`src/rtl/ws2812_strand_driver_if.sv`:
```
// Generator handshake for ws2812_strand_driver: the driver requests an LED index,
// and the pattern generator answers with that LED's colour.
interface ws2812_strand_driver_if #(
  parameter int unsigned NUM_LEDS    = 20,
  parameter int unsigned COLOR_WIDTH = 8
);
  localparam int unsigned LED_COUNTER_WIDTH = (NUM_LEDS > 1) ? $clog2(NUM_LEDS) : 1;

  logic [LED_COUNTER_WIDTH-1:0] next_led_request;
  logic                         request_valid;
  logic [COLOR_WIDTH-1:0]       green_in;
  logic [COLOR_WIDTH-1:0]       red_in;
  logic [COLOR_WIDTH-1:0]       blue_in;
  logic                         color_ready;

  modport master (
    output next_led_request,
    output request_valid,
    input  green_in,
    input  red_in,
    input  blue_in,
    input  color_ready
  );

  modport slave (
    input  next_led_request,
    input  request_valid,
    output green_in,
    output red_in,
    output blue_in,
    output color_ready
  );
endinterface

```
`src/rtl/ws2812_strand_driver.sv`:
```
// WS2812B one-wire NRZ strand driver: fetches each LED colour, shifts it out MSB first (G,R,B).
// Optional macro WS2812_INVERT_OUT_EN inverts strand_out (reset level 1) for inverting buffers.
module ws2812_strand_driver #(
  parameter int unsigned CLOCK_SPEED = 100_000_000,
  parameter int unsigned NUM_LEDS    = 20,
  parameter int unsigned COLOR_WIDTH = 8,
  parameter int unsigned T0H_NS      = 400,
  parameter int unsigned T0L_NS      = 850,
  parameter int unsigned T1H_NS      = 800,
  parameter int unsigned T1L_NS      = 450,
  parameter int unsigned LATCH_US    = 80,
  parameter int unsigned REQ_LATENCY = 1
) (
  input  logic                          clk_in,
  input  logic                          rst_in,
  ws2812_strand_driver_if.master        gen_if,
  output logic                          strand_out,
  output logic                          frame_done,
  output logic                          busy
);

  localparam int unsigned LED_COUNTER_WIDTH = (NUM_LEDS > 1) ? $clog2(NUM_LEDS) : 1;
  localparam int unsigned BITS_PER_LED      = 3 * COLOR_WIDTH;
  localparam int unsigned BIT_IDX_WIDTH     = $clog2(BITS_PER_LED);

  localparam int unsigned CYC_PER_US = CLOCK_SPEED / 1_000_000;
  localparam int unsigned T0H_CYC    = CYC_PER_US * T0H_NS / 1000;
  localparam int unsigned T0L_CYC    = CYC_PER_US * T0L_NS / 1000;
  localparam int unsigned T1H_CYC    = CYC_PER_US * T1H_NS / 1000;
  localparam int unsigned T1L_CYC    = CYC_PER_US * T1L_NS / 1000;
  localparam int unsigned LATCH_CYC  = CYC_PER_US * LATCH_US;
  localparam int unsigned FETCH_CYC  = REQ_LATENCY + 1;

  function automatic int unsigned max2(input int unsigned a, input int unsigned b);
    return (a > b) ? a : b;
  endfunction

  localparam int unsigned MAX_CYC = max2(max2(max2(LATCH_CYC, FETCH_CYC),
                                              max2(T0H_CYC, T0L_CYC)),
                                         max2(T1H_CYC, T1L_CYC));
  localparam int unsigned TIMER_WIDTH = $clog2(MAX_CYC + 1);

  localparam logic [TIMER_WIDTH-1:0] LATCH_LAST = TIMER_WIDTH'(LATCH_CYC - 1);
  localparam logic [TIMER_WIDTH-1:0] FETCH_LAST = TIMER_WIDTH'(FETCH_CYC - 1);
  localparam logic [TIMER_WIDTH-1:0] T0H_LAST   = TIMER_WIDTH'(T0H_CYC - 1);
  localparam logic [TIMER_WIDTH-1:0] T0L_LAST   = TIMER_WIDTH'(T0L_CYC - 1);
  localparam logic [TIMER_WIDTH-1:0] T1H_LAST   = TIMER_WIDTH'(T1H_CYC - 1);
  localparam logic [TIMER_WIDTH-1:0] T1L_LAST   = TIMER_WIDTH'(T1L_CYC - 1);

  localparam logic [BIT_IDX_WIDTH-1:0]     BIT_LAST = BIT_IDX_WIDTH'(BITS_PER_LED - 1);
  localparam logic [LED_COUNTER_WIDTH-1:0] LED_LAST = LED_COUNTER_WIDTH'(NUM_LEDS - 1);

`ifdef WS2812_INVERT_OUT_EN
  localparam logic OUT_INVERT = 1'b1;
`else
  localparam logic OUT_INVERT = 1'b0;
`endif

  typedef enum logic [1:0] {
    StLatch,
    StFetch,
    StSendH,
    StSendL
  } state_e;

  state_e                         r_state;
  logic [TIMER_WIDTH-1:0]         r_timer;
  logic [LED_COUNTER_WIDTH-1:0]   r_led_idx;
  logic [BIT_IDX_WIDTH-1:0]       r_bit_idx;
  logic [BITS_PER_LED-1:0]        r_shift;
  logic                           r_strand;

  state_e                         w_state_d;
  logic [TIMER_WIDTH-1:0]         w_timer_d;
  logic [LED_COUNTER_WIDTH-1:0]   w_led_idx_d;
  logic [BIT_IDX_WIDTH-1:0]       w_bit_idx_d;
  logic [BITS_PER_LED-1:0]        w_shift_d;
  logic                           w_strand_d;
  logic                           w_frame_done;
  logic                           w_bit_one;
  logic [TIMER_WIDTH-1:0]         w_high_last;
  logic [TIMER_WIDTH-1:0]         w_low_last;

  assign w_bit_one   = r_shift[BITS_PER_LED-1];
  assign w_high_last = w_bit_one ? T1H_LAST : T0H_LAST;
  assign w_low_last  = w_bit_one ? T1L_LAST : T0L_LAST;

  always_comb begin
    w_state_d    = r_state;
    w_timer_d    = r_timer + 1'b1;
    w_led_idx_d  = r_led_idx;
    w_bit_idx_d  = r_bit_idx;
    w_shift_d    = r_shift;
    w_frame_done = 1'b0;

    unique case (r_state)
      StLatch: begin
        if (r_timer == LATCH_LAST) begin
          w_frame_done = 1'b1;
          w_led_idx_d  = '0;
          w_timer_d    = '0;
          w_state_d    = StFetch;
        end
      end
      StFetch: begin
        // Colour is only sampled on the last fetch cycle, after the generator latency.
        if (r_timer == FETCH_LAST) begin
          w_shift_d   = gen_if.color_ready ?
                        {gen_if.green_in, gen_if.red_in, gen_if.blue_in} : '0;
          w_bit_idx_d = '0;
          w_timer_d   = '0;
          w_state_d   = StSendH;
        end
      end
      StSendH: begin
        if (r_timer == w_high_last) begin
          w_timer_d = '0;
          w_state_d = StSendL;
        end
      end
      StSendL: begin
        if (r_timer == w_low_last) begin
          w_shift_d = r_shift << 1;
          w_timer_d = '0;
          if (r_bit_idx < BIT_LAST) begin
            w_bit_idx_d = r_bit_idx + 1'b1;
            w_state_d   = StSendH;
          end else if (r_led_idx == LED_LAST) begin
            w_state_d = StLatch;
          end else begin
            w_led_idx_d = r_led_idx + 1'b1;
            w_state_d   = StFetch;
          end
        end
      end
      default: begin
        w_timer_d = '0;
        w_state_d = StLatch;
      end
    endcase
  end

  // Line level is registered from the next state so it is glitch-free and aligned to r_state.
  assign w_strand_d = (w_state_d == StSendH) ^ OUT_INVERT;

  always_ff @(posedge clk_in or negedge rst_in) begin
    if (!rst_in) begin
      r_state   <= StLatch;
      r_timer   <= '0;
      r_led_idx <= '0;
      r_bit_idx <= '0;
      r_shift   <= '0;
      r_strand  <= OUT_INVERT;
    end else begin
      r_state   <= w_state_d;
      r_timer   <= w_timer_d;
      r_led_idx <= w_led_idx_d;
      r_bit_idx <= w_bit_idx_d;
      r_shift   <= w_shift_d;
      r_strand  <= w_strand_d;
    end
  end

  assign gen_if.request_valid    = (r_state == StFetch);
  assign gen_if.next_led_request = r_led_idx;
  assign strand_out              = r_strand;
  assign frame_done              = w_frame_done;
  assign busy                    = (r_state == StSendH) || (r_state == StSendL);

endmodule

```
`src/flat_wrapper.sv`:
```
// flat-port wrapper written by rule: the top's interface ports become plain ports
module ws2812_strand_driver_flat 
#(
  parameter int unsigned CLOCK_SPEED = 100_000_000,
  parameter int unsigned NUM_LEDS    = 20,
  parameter int unsigned COLOR_WIDTH = 8,
  parameter int unsigned T0H_NS      = 400,
  parameter int unsigned T0L_NS      = 850,
  parameter int unsigned T1H_NS      = 800,
  parameter int unsigned T1L_NS      = 450,
  parameter int unsigned LATCH_US    = 80,
  parameter int unsigned REQ_LATENCY = 1
)
  (clk_in, rst_in, strand_out, frame_done, busy, gen_if_next_led_request, gen_if_request_valid, gen_if_green_in, gen_if_red_in, gen_if_blue_in, gen_if_color_ready);
  ws2812_strand_driver_if #(.NUM_LEDS(NUM_LEDS), .COLOR_WIDTH(COLOR_WIDTH)) gen_if_i ();
  input  logic clk_in;
  input  logic rst_in;
  output logic strand_out;
  output logic frame_done;
  output logic busy;
  output wire logic [$bits(gen_if_i.next_led_request)-1:0] gen_if_next_led_request;
  output wire logic [$bits(gen_if_i.request_valid)-1:0] gen_if_request_valid;
  input wire logic [$bits(gen_if_i.green_in)-1:0] gen_if_green_in;
  input wire logic [$bits(gen_if_i.red_in)-1:0] gen_if_red_in;
  input wire logic [$bits(gen_if_i.blue_in)-1:0] gen_if_blue_in;
  input wire logic [$bits(gen_if_i.color_ready)-1:0] gen_if_color_ready;
  assign gen_if_next_led_request = gen_if_i.next_led_request;
  assign gen_if_request_valid = gen_if_i.request_valid;
  assign gen_if_i.green_in = gen_if_green_in;
  assign gen_if_i.red_in = gen_if_red_in;
  assign gen_if_i.blue_in = gen_if_blue_in;
  assign gen_if_i.color_ready = gen_if_color_ready;
  ws2812_strand_driver #(.CLOCK_SPEED(CLOCK_SPEED), .NUM_LEDS(NUM_LEDS), .COLOR_WIDTH(COLOR_WIDTH), .T0H_NS(T0H_NS), .T0L_NS(T0L_NS), .T1H_NS(T1H_NS), .T1L_NS(T1L_NS), .LATCH_US(LATCH_US), .REQ_LATENCY(REQ_LATENCY)) u_core (.clk_in(clk_in), .rst_in(rst_in), .gen_if(gen_if_i), .strand_out(strand_out), .frame_done(frame_done), .busy(busy));
endmodule
```
`config.mk`:
```
export PLATFORM = sky130hd
export DESIGN_NAME = ws2812_strand_driver_flat
export DESIGN_NICKNAME = d
export VERILOG_FILES = /design/src/rtl/ws2812_strand_driver_if.sv /design/src/rtl/ws2812_strand_driver.sv /design/src/flat_wrapper.sv
export SDC_FILE = /design/constraint.sdc
export NUM_CORES = 1
export LEC_CHECK = 0
export BUFFER_PORTS_ARGS = -buffer_cell sky130_fd_sc_hd__buf_2
export CAP_MARGIN = 5
export CORE_UTILIZATION = 55
export CTS_CLUSTER_DIAMETER = 30
export DETAILED_ROUTE_END_ITERATION = 7
export PLACE_DENSITY = 0.76
export REMOVE_ABC_BUFFERS = 1
export SYNTH_ARGS = -nofsm -noshare
export SYNTH_HDL_FRONTEND = slang
export SYNTH_SLANG_ARGS = --single-unit
```
`constraint.sdc`:
```
create_clock -name clk_in -period 5.2 [get_ports clk_in]
set_input_delay 0.26 -clock clk_in [delete_from_list [all_inputs] [get_ports clk_in]]
set_output_delay 0.26 -clock clk_in [all_outputs]
set_load 0.01 [all_outputs]
```
Yosys cells after proc, flatten, opt, wreduce, memory -nomap -nowiden
Cells that the tools add are included.

Input port bits: 27. Register bits: 50. Word-level logic and storage cells: 61. Output and inout bits: 9.

Reduce and logical (&&, ||, !) cells: 7. Eq/ne operators: 15. $lt $le $gt $ge: 1. $add $sub $neg: 3. Multiplexer cells: 29.

Operators by type and width (count): $mux 24 (3); $mux 13 (4); $pmux 13 s4 (1); $pmux 24 s2 (1); $mux 5 (7); $eq 13x13->1 (2); $pmux 5 s2 (2); $mux 7 (2); $add 13x1->13 const B (1); $eq 13x1->1 const B (1); $eq 13x13->1 const B (1); $add 5x1->5 const B (2); $mux 2 (5); $ne 2x1->1 const B (4); $pmux 2 s4 (1); $eq 2x2->1 const B (3); $eq 5x5->1 const B (1); $lt 5x5->1 const B (1); $reduce_and 5->1 (1); $ne 2x2->1 const B (2); $reduce_and 4->1 (1); $reduce_bool 2->1 (2); $mux 1 (3); $reduce_and 3->1 (1); 3 further kinds (3).

Longest topological paths before layout
Depth in word-level cells: 6. Depth in mapped cells: 8. Depth with buffers taken out: 7.

Worst setup path before layout
OpenSTA, ideal clock, no wires.

Kind: flip-flop to flip-flop. From: register u_core.r_timer[0]. To: register u_core.r_timer[11]. Data required time: 5081 ps. Clock period less this slack: 1818 ps. Library setup time: 119 ps. Path slack: 3382 ps. Stages on the path, launching flop included: 8. Buffers on the path: 1. Data arrival time: 1699 ps. Cell sequence: dfrtp_1 > ha_1 > nand2_1 > or2_1 > nor3_4 > a311o_1 > buf_4 > nor2_1.

Longest elaborated chain between the ends: 3. Elaborated cells between the ends (all ways): 10. Classes of those cells: add/sub (1); eq/ne (4); mux (5).

Ends and longest elaborated chain: from (decl) (RTL line ws2812_strand_driver.sv:67) `logic [TIMER_WIDTH-1:0] r_timer;`; from (signal assigned) (RTL line ws2812_strand_driver.sv:156) `r_timer <= w_timer_d;`; $add 13x1->13, or another cell as far along (RTL line ws2812_strand_driver.sv:90) `w_timer_d = r_timer + 1'b1;`; $mux 13, on equally long branches; $pmux 13 s4 (*) (RTL line ws2812_strand_driver.sv:96) `unique case (r_state)`; named net u_core.w_timer_d[11] (RTL line ws2812_strand_driver.sv:74) `logic [TIMER_WIDTH-1:0] w_timer_d;`.

Mark *: on every way through the listed nets, which the timed path passes. The rest lies on a longest branch. A chain may end at the register's enable or synchronous reset.

Final worst setup path
From: register u_core.r_state[1]. To: register u_core.r_bit_idx[1].

Longest elaborated chain between the ends: 3. Elaborated cells between the ends (all ways): 8. Classes of those cells: eq/ne (5); mux (1); reduce/logical (2).

Ends and longest elaborated chain: from (decl) (RTL line ws2812_strand_driver.sv:66) `state_e r_state;`; from (signal assigned) (RTL line ws2812_strand_driver.sv:148) `r_state <= StLatch;`; from (signal assigned) (RTL line ws2812_strand_driver.sv:155) `r_state <= w_state_d;`; $eq 2x2->1 / $eq 2x1->1 (equally long branches) (RTL line ws2812_strand_driver.sv:96); $ne 2x1->1 (no source line) / $reduce_bool 2->1 (equally long branches); $reduce_and 4->1 (no source line); to (signal assigned) (RTL line ws2812_strand_driver.sv:158) `r_bit_idx <= w_bit_idx_d;`; to (decl) (RTL line ws2812_strand_driver.sv:69) `logic [BIT_IDX_WIDTH-1:0] r_bit_idx;`.

Parallel ways exist; a longest one is shown, timed or not.

==> flow_metrics.tcl <==
set metrics [dict create \
    status "finished, violations left" \
    violations "design-rule violations" \
    rsz0062_at_grt "no" \
    ys.flop_type "dfrtp_1" \
    synthArstFlopShare_pct 100 \
    period_minus_slack_ns 2.90 \
    crit_slowest_cell "dfrtp_1" \
    ant_nets 0 \
    rows 24 \
    leakagePower_nw 1.25 \
    crit_chain "and2_1 -> nand4_1 -> o22ai_4 -> o221ai_1" \
    startpoint_type "register" \
    fin_area_mm2 0.00290 \
    drtIter0Drc 192 \
    cts_tree "built" \
    vias_per_cell 5.81 \
    ys_types 49 \
    seq_area_mm2 0.00125 \
    max_freq_mhz 345 \
    dp_hpwl_um 3270 \
    peakVddDrop_v 0.000175 \
    ys_ff_latch 50 \
    fin_setup_tns_ns 0 \
    core_mm2 0.00444 \
    post_dp_cell_area_mm2 0.00278 \
    grt_pass1_vias 1880 \
    cpPeakStageDelay_ns 1.07 \
    drive_above_1_share_pct 19.1 \
    layout.nets 329 \
    grt_pass1_wl_um 8420 \
    grt_max_degree 51 \
    power_density_mw_per_mm2 240 \
    nFillCells 379 \
    ctsResizeCount 0 \
    critPathBufInv 0 \
    cts_buffer_depth 2 \
    drc 2 \
    grt.total_usage_pct 21.3 \
    reg2reg_setup_slack_ns 2.30 \
    regToRegStartpoint "u_core.r_state[1]$_DFF_PN0_" \
    avgRoutedWirePerCell_um 14.0 \
    root_buffer "clkbuf_8" \
    die-area_mm2 0.00500 \
    holdCritPathClass "primary input to asynchronous set/reset pin" \
    max_cap_violations 0 \
    finalCritPeriodShare_pct 55.7 \
    n_antenna_cell 0 \
    avgSynthCellArea_um2 9.68 \
    wl_um 4910 \
    initial_core_util_pct 58.4 \
    ys_seq_area_share_pct 48.2 \
    finalSetupViolations 0 \
    finClkSkew_ns 0.00563 \
    regToRegEndpoint "u_core.r_bit_idx[1]$_DFFE_PN0P_" \
    cp.required_ns 5.35 \
    firstDrtPassIters 6 \
    insertion_delay_ns 0.31 \
    post_cts_buffers 0 \
    postCtsHoldBufs 0 \
    multiInputGateArea_mm2 0.00124 \
    hold_viol 0 \
    synth_warnings 0 \
    cp-end-kind "register" \
    crit_type "register to register" \
    r2r_cells 4 \
    htree_levels 2 \
    setup_ws_ns 2.30 \
    relSlewSlack_pct 26.6 \
    path_delay_family "compound AO/OA/AOI/OAI gates" \
    vias 2034 \
    place_ws_ns 2.35 \
    synth_edf_count 0 \
    die_y_um 70.7 \
    place.gp.congestion 0.864 \
    antenna_found_initial 0 \
    path_max_fanout 49 \
    portBuffers 35 \
    areaGrowthSynthToFinish_pct 11.6 \
    cts_buffers 5 \
    finalMaxSlewViolations 0 \
    syn_inst 268 \
    cts.sinks 50 \
    syn_area_mm2 0.00259 \
    grt-ovfl-total 0 \
    cp.arrival_ns 3.05 \
    clkTransAtPathRegs_ns 0.09 \
    die_x_um 70.7 \
    worst_slew_pin_slew_ns 1.10 \
    pin_count 36 \
]
-- final cells by class --
cell class / count / share of cell area (%)
Multi-Input combinational cell: 193 / 42.8
Sequential cell: 50 / 43.2
Clock buffer: 5 / 2.38
Clock inverter: 3 / 1.51
Timing Repair Buffer: 37 / 6.57
Tap cell: 52 / 2.25
Inverter: 10 / 1.30
-- layout by cell type, fill, tap and decap left out, types with 2 or more instances in the layout --
cell | netlist | final
a21oi_1 | 24 | 24
a22oi_1 | 23 | 23
and4bb_1 | 2 | 2
buf_2 | 4 | 35
buf_4 | 3 | 2
clkbuf_8 | 0 | 5
dfrtp_1 | 50 | 50
ha_1 | 5 | 5
inv_1 | 10 | 10
nand2_1 | 8 | 8
nand2b_1 | 5 | 5
nand3_1 | 11 | 11
nand4_1 | 2 | 2
nand4b_1 | 3 | 3
nor2_1 | 46 | 46
nor2_2 | 2 | 2
nor2b_1 | 4 | 4
nor3_1 | 3 | 3
nor3b_1 | 2 | 2
nor4_1 | 8 | 8
o21ai_0 | 3 | 3
xnor2_1 | 13 | 13
xor2_1 | 4 | 4
-- registers in the layout, summed over array words and instances (netlist names) --
name,flops
u_core.gen_if.next_led_request,5
u_core.strand_out,1
u_core.r_timer,13
u_core.r_bit_idx,5
u_core.r_state,2
u_core.r_shift,24
-- routing by layer --
| layer | up-vias | track usage [%] | routed length (um) |
|---|---|---|---|
| met3 | 7 | 4.27 | 185 |
| li1 | 1008 | - | - |
| met4 | 0 | 8.00 | 70 |
| met5 | - | 0 | 0 |
| met1 | 978 | 28.4 | 2330 |
| met2 | 41 | 34.6 | 2330 |
-- metrics by stage --
step	cells	hold slack, ns	utilization, %	power [mW]
floorplan	253	-0.0356	-	0.404
global placement	342	0.402	62.6	0.423
detailed placement	342	0.401	62.6	0.423
CTS	350	0.0669	65.2	0.700
global route	350	0.111	65.2	0.716
finish	350	0.0430	65.2	0.695
-- worst register-to-register path, cell delays in order, from the launching register on --
cell and delay, ns:
dfrtp_1 1.07, and2_1 0.33, nand4_1 0.26, o22ai_4 0.89
o221ai_1 0.19
-- cell usage after synthesis (2+ instances only) --
cell type / number / area, um^2
a21oi_1: 24 / 120
a22oi_1: 23 / 173
and4bb_1: 2 / 25.0
buf_2: 4 / 20.0
buf_4: 3 / 22.5
clkbuf_1: 7 / 26.3
dfrtp_1: 50 / 1250
ha_1: 5 / 62.6
inv_1: 10 / 37.5
nand2_1: 8 / 30.0
nand2b_1: 5 / 31.3
nand3_1: 11 / 55.1
nand4_1: 2 / 12.5
nand4b_1: 3 / 26.3
nor2_1: 46 / 173
nor2_2: 2 / 12.5
nor2b_1: 4 / 25.0
nor3_1: 3 / 15.0
nor3b_1: 2 / 15.0
nor4_1: 8 / 50.1
o21ai_0: 3 / 15.0
xnor2_1: 13 / 114
xor2_1: 4 / 35.0
-- worst max-delay path by stage --
stage,from,endpoint,cells past startpoint
2_1_floorplan,u_core.r_state[1]$_DFF_PN0_,u_core.r_bit_idx[1]$_DFFE_PN0P_,4
3_3_place_gp,u_core.r_state[1]$_DFF_PN0_,u_core.r_bit_idx[1]$_DFFE_PN0P_,4
3_5_place_dp,u_core.r_state[1]$_DFF_PN0_,u_core.r_bit_idx[1]$_DFFE_PN0P_,4
4_1_cts,u_core.r_state[1]$_DFF_PN0_,u_core.r_bit_idx[1]$_DFFE_PN0P_,4
5_1_grt,u_core.r_state[1]$_DFF_PN0_,u_core.r_shift[16]$_DFFE_PN0P_,5
6_report,u_core.r_state[1]$_DFF_PN0_,u_core.r_bit_idx[1]$_DFFE_PN0P_,4
-- cell families (layout without fill, tap and decap cells) --
family,count (synthesis),in the layout,share of synthesized area (%)
multiplexers,2,2,0.820
adder cells (fa/ha/maj),5,5,2.41
flip-flops,50,50,48.2
buffers and inverters,25,55,4.29
AND/OR/NAND/NOR,106,106,21.8
XOR/XNOR,17,17,5.74
AO/OA/AOI/OAI,63,63,16.7
-- power by group --
part	switching (mW)	internal, mW
logic	0.0153	0.0115
registers	0	0.388
clock network	0.135	0.144
total	0.151	0.544
Note: power is estimated with default switching activity, not from simulation.
